**src/rtl/imm_ext_pipe.sv**
```systemverilog
// Pipelined immediate extender with a 2-entry skid FIFO and valid/ready on both sides.
// Optional illegal-mode flag storage is enabled by defining EXT_ILLEGAL_CHK_EN.
module imm_ext_pipe #(
  parameter int IN_W  = 16,
  parameter int OUT_W = 32
) (
  input  logic             clk,
  input  logic             rst_n,
  input  logic             flush,
  input  logic             in_valid,
  output logic             in_ready,
  input  logic [IN_W-1:0]  in_imm,
  input  logic [2:0]       in_mode,
  output logic             out_valid,
  input  logic             out_ready,
  output logic [OUT_W-1:0] out_data,
  output logic             out_err
);

  localparam int DEPTH = 2;

  function automatic logic [OUT_W-1:0] extend(input logic [IN_W-1:0] imm, input logic [2:0] mode);
    logic [OUT_W-1:0] s_ext;
    logic [OUT_W-1:0] z_ext;
    logic [OUT_W-1:0] res;
    s_ext = {{(OUT_W-IN_W){imm[IN_W-1]}}, imm};
    z_ext = {{(OUT_W-IN_W){1'b0}}, imm};
    case (mode)
      3'b000:  res = s_ext;
      3'b001:  res = z_ext;
      3'b010:  res = {imm, {(OUT_W-IN_W){1'b0}}};
      3'b011:  res = s_ext << 2;
      3'b100:  res = z_ext << 2;
      default: res = '0;
    endcase
    return res;
  endfunction

  logic             in_ready_reg;
  logic [1:0]       count_reg, count_next;
  logic             wr_ptr_reg, wr_ptr_next;
  logic             rd_ptr_reg, rd_ptr_next;
  logic [OUT_W-1:0] data_reg [DEPTH];
  logic [OUT_W-1:0] ext_value;
  logic             push;
  logic             pop;

  // in_ready is a register so the input side never sees out_ready combinationally
  assign push      = in_valid & in_ready_reg & ~flush;
  assign pop       = (count_reg != 2'd0) & out_ready;
  assign ext_value = extend(in_imm, in_mode);

  always_comb begin
    count_next  = count_reg;
    wr_ptr_next = wr_ptr_reg;
    rd_ptr_next = rd_ptr_reg;
    if (flush) begin
      count_next  = 2'd0;
      wr_ptr_next = 1'b0;
      rd_ptr_next = 1'b0;
    end else begin
      if (push) wr_ptr_next = ~wr_ptr_reg;
      if (pop)  rd_ptr_next = ~rd_ptr_reg;
      case ({push, pop})
        2'b10:   count_next = count_reg + 2'd1;
        2'b01:   count_next = count_reg - 2'd1;
        default: count_next = count_reg;
      endcase
    end
  end

  always_ff @(posedge clk) begin
    if (!rst_n) begin
      count_reg    <= 2'd0;
      wr_ptr_reg   <= 1'b0;
      rd_ptr_reg   <= 1'b0;
      in_ready_reg <= 1'b1;
    end else begin
      count_reg    <= count_next;
      wr_ptr_reg   <= wr_ptr_next;
      rd_ptr_reg   <= rd_ptr_next;
      in_ready_reg <= (count_next != 2'd2);
    end
  end

  genvar gi;
  generate
    for (gi = 0; gi < DEPTH; gi++) begin : g_slot
      always_ff @(posedge clk) begin
        if (!rst_n) begin
          data_reg[gi] <= '0;
        end else if (push && (wr_ptr_reg == 1'(gi))) begin
          data_reg[gi] <= ext_value;
        end
      end
    end
  endgenerate

`ifdef EXT_ILLEGAL_CHK_EN
  logic err_reg [DEPTH];

  generate
    for (gi = 0; gi < DEPTH; gi++) begin : g_err
      always_ff @(posedge clk) begin
        if (!rst_n) begin
          err_reg[gi] <= 1'b0;
        end else if (push && (wr_ptr_reg == 1'(gi))) begin
          err_reg[gi] <= (in_mode > 3'd4);
        end
      end
    end
  endgenerate

  assign out_err = err_reg[rd_ptr_reg];
`else
  assign out_err = 1'b0;
`endif

  assign in_ready  = in_ready_reg;
  assign out_valid = (count_reg != 2'd0);
  assign out_data  = data_reg[rd_ptr_reg];

endmodule

```
**config.mk**
```make
export PLATFORM = sky130hd
export DESIGN_NAME = imm_ext_pipe
export DESIGN_NICKNAME = d
export VERILOG_FILES = /design/src/rtl/imm_ext_pipe.sv
export SDC_FILE = /design/constraint.sdc
export NUM_CORES = 1
export LEC_CHECK = 0
export BUFFER_PORTS_ARGS = -buffer_cell sky130_fd_sc_hd__buf_2
export CAP_MARGIN = 0
export CORE_ASPECT_RATIO = 1.25
export CORE_MARGIN = 5
export CORE_UTILIZATION = 56
export CTS_CLUSTER_DIAMETER = 100
export DETAILED_ROUTE_END_ITERATION = 6
export PLACE_DENSITY = 0.79
export SLEW_MARGIN = 20
export SYNTH_ARGS = -nofsm -noshare
export SYNTH_HDL_FRONTEND = slang
export SYNTH_SLANG_ARGS = --single-unit
```
**constraint.sdc**
```tcl
create_clock -name clk -period 4.9 [get_ports clk]
set_input_delay 0.98 -clock clk [delete_from_list [all_inputs] [get_ports clk]]
set_output_delay 0.98 -clock clk [all_outputs]
set_load 0.02 [all_outputs]
```
==> results.tsv <==
stage	metric	value	unit
yosys	synth_compound_area_share	11.3	%
yosys	synthSimpleGateAreaFrac	15.4	%
global_routing	grt_use_total	19.1	%
final_layout	num_antenna_cells	0	
status	status	completed	
worst_setup_path	crit_type	reg2out	
floorplan	boundaryPins	59	
yosys	yosysWarnings	0	
clock_network	clkLatencyLatePin	340	ps
yosys	synth.area.top_cells	edfxtp_1 (53%), mux2_2 (10%), nor2_1 (6.9%)	
worst_setup_path	startpoint_type	register	
yosys	synthXorXnorAreaFrac	1.18	%
sta	max_clock_freq	387	MHz
floorplan	row_count	32	
final_layout	syn_to_final_growth	12.1	%
final_layout	nNetsFinal	350	
yosys	syn-instance-count	275	
worst_setup_path	required	3920	ps
yosys	synth_top_family_by_area	simple AND/OR/NAND/NOR gates	
final_layout	drive_gt1_share	41.8	%
clock_network	cts_tree	done	
worst_setup_path	timing.rr.end	in_ready	
yosys	ys_seq_elements	70	
floorplan	design.die.area	8170	um2
yosys	yosysTopAreaCell	edfxtp_1	
clock_network	cts_sinks	70	
yosys	synth_nets	300	
hold_path	hp-class	reg2reg	
clock_network	root_buffer	clkbuf_8	
drt	vias	2358	
yosys	mappedNetlistArea	3620	um2
final_layout	largest_reg_flops	64	
place	place_congestion	0.768	
sta	hold_violations	0	
yosys	synthMuxAreaShare	10.7	%
yosys	synth_top_area_share	53.1	%
drt	wirelength	7.25	mm
floorplan	die_y	99.8	um
worst_setup_path	crit_fanout	32	
yosys	ys.flop_type	edfxtp_1	
sta	fin_ws	2310	ps
sta	period_minus_slack	2590	ps
run	drv_cap	0	
yosys	yosysSeqAreaShare	56.5	%
clock_network	cts_setup_buffers	0	
sta	fin_setup_tns	0	ps
global_routing	grt_overflow	0	
clock_network	clk_pin_slew_worst_paths	60	ps
drt	wire_per_inst	17.5	um
floorplan	core	6250	um2
place	preCtsSetupSlack	2370	ps
sta	final_max_slew_viol_count	0	
global_routing	grt_pass1_vias	2354	
power_and_ir_drop	power.leakage	1.50	nW
clock_network	cts-resized-gates	0	
drt	drt_iter0_markers	219	
yosys	synth_edf_count	64	
clock_network	ctsHoldBuffers	0	
sta	max_slew.worst_pin.slew	883	ps
yosys	yosys.area_share.adder	0.346	%
drt	drc_errors	0	
power_and_ir_drop	irDropWorstVdd	145	uV
yosys	async_reset_ff_share	0	%
sta	grt_setup_unrepaired	no	
worst_setup_path	rrSetupSlack	3340	ps
place	port_buffers	57	
worst_setup_path	worstSetupEndpoint	out_data[19]	
yosys	avgSynthCellArea	13.1	um2
global_routing	grt_max_degree	33	
final_layout	utilization	64.9	%
final_layout	n_fill_cell	496	
place	hpwl	4.86	mm
clock_network	htreeDepth	3	
sta	setup_viol	0	
drt	postRouteAntennaNets	0	
clock_network	clockBufferDepth	2	
sta	period_share	52.8	%
yosys	synth_cell_types	44	
clock_network	cts_made_buffers	9	
yosys	post-synth-top-count-cell	nor2_1	
global_routing	grt_pass1_wl	11.5	mm
floorplan	initial_core_util	57.9	%
sta	slew-limit-headroom	40.8	%
yosys	synth_common_cells	nor2_1 (66), edfxtp_1 (64), mux2_2 (32), a221oi_2 (10), nor4bb_1 (10)	
worst_setup_path	worstReg2RegStart	in_ready	
sta	whs	521	ps
sta	skew	7.75	ps
worst_setup_path	worstSetupEndpointType	output port	
global_routing	antenna_found_initial	0	
power_and_ir_drop	powerDensity	306	nW/um2
worst_setup_path	cp_data_arrival_time	1610	ps
worst_setup_path	r2r_cells	5	
drt	firstDrtPassIters	4	
floorplan	die_x	81.9	um
drt	viasPerCell	5.68	
-- cell families after synthesis --
kind of cell / after synthesis
simple gates: 102
buf+inv: 26
compound gates: 37
other cells: 1
flops: 70
xor+xnor: 4
fa+ha+maj: 1
mux: 34
-- cell type report --
type                    instances  area [um2]  share of cell area, %
flip-flops and latches         70        2040                   50.4
multi-input cells             179        1420                   35.0
repair buffers                 62         323                   7.96
clock buffers                  13         139                   3.42
well taps                      85         106                   2.62
clock inverters                 3        13.8                  0.339
inverters                       3        11.3                  0.278
-- where the power goes --
group	leakage, nW	internal, mW	switching, mW
clock network	0.0788	0.181	0.193
logic	0.707	0.0659	0.111
registers	0.715	0.681	0.00730
total	1.50	0.928	0.312
-- routing by layer --
layer | vias to the layer above | share of wire (%) | track usage, %
met3 | 24 | 5.3 | 5.30
li1 | 1132 | - | -
met2 | 78 | 48 | 30.2
met4 | 0 | 3.3 | 10.2
met5 | - | 0 | 0
met1 | 1124 | 43 | 23.5
-- through the flow --
stage               instance area [um2]  total power [mW]  instances
floorplan                          3620             0.828        275
global placement                   3900             0.875        399
detailed placement                 3900             0.879        399
CTS                                4060              1.25        415
global route                       4060              1.29        415
finish                             4060              1.24        415
-- worst max-delay path, stage by stage, from the launching register on --
cell and delay, ps:
dfxtp_1 310, buf_4 370, mux2_2 410, buf_2 160
-- worst min path at each step --
stage,startpoint,to,depth (start not counted)
floorplan,rd_ptr_reg,register,2
global placement,rd_ptr_reg,register,2
detailed placement,rd_ptr_reg,rd_ptr_reg,2
CTS,rd_ptr_reg,rd_ptr_reg,2
global route,rd_ptr_reg,register,2
finish,rd_ptr_reg,rd_ptr_reg,2
-- cells in the final DEF, fill, tap and decap left out, types with 4 or more instances in the layout --
master and n:
mux2_2 32, nor2_1 66, a22oi_1 4, buf_4 5, nor4bb_1 10, a221oi_1 4, a221oi_2 10, dfxtp_1 6
buf_2 57, nor2b_1 4, clkbuf_8 9, a22oi_2 9, edfxtp_1 64, clkbuf_1 4
(Power assumes the default switching activity.)
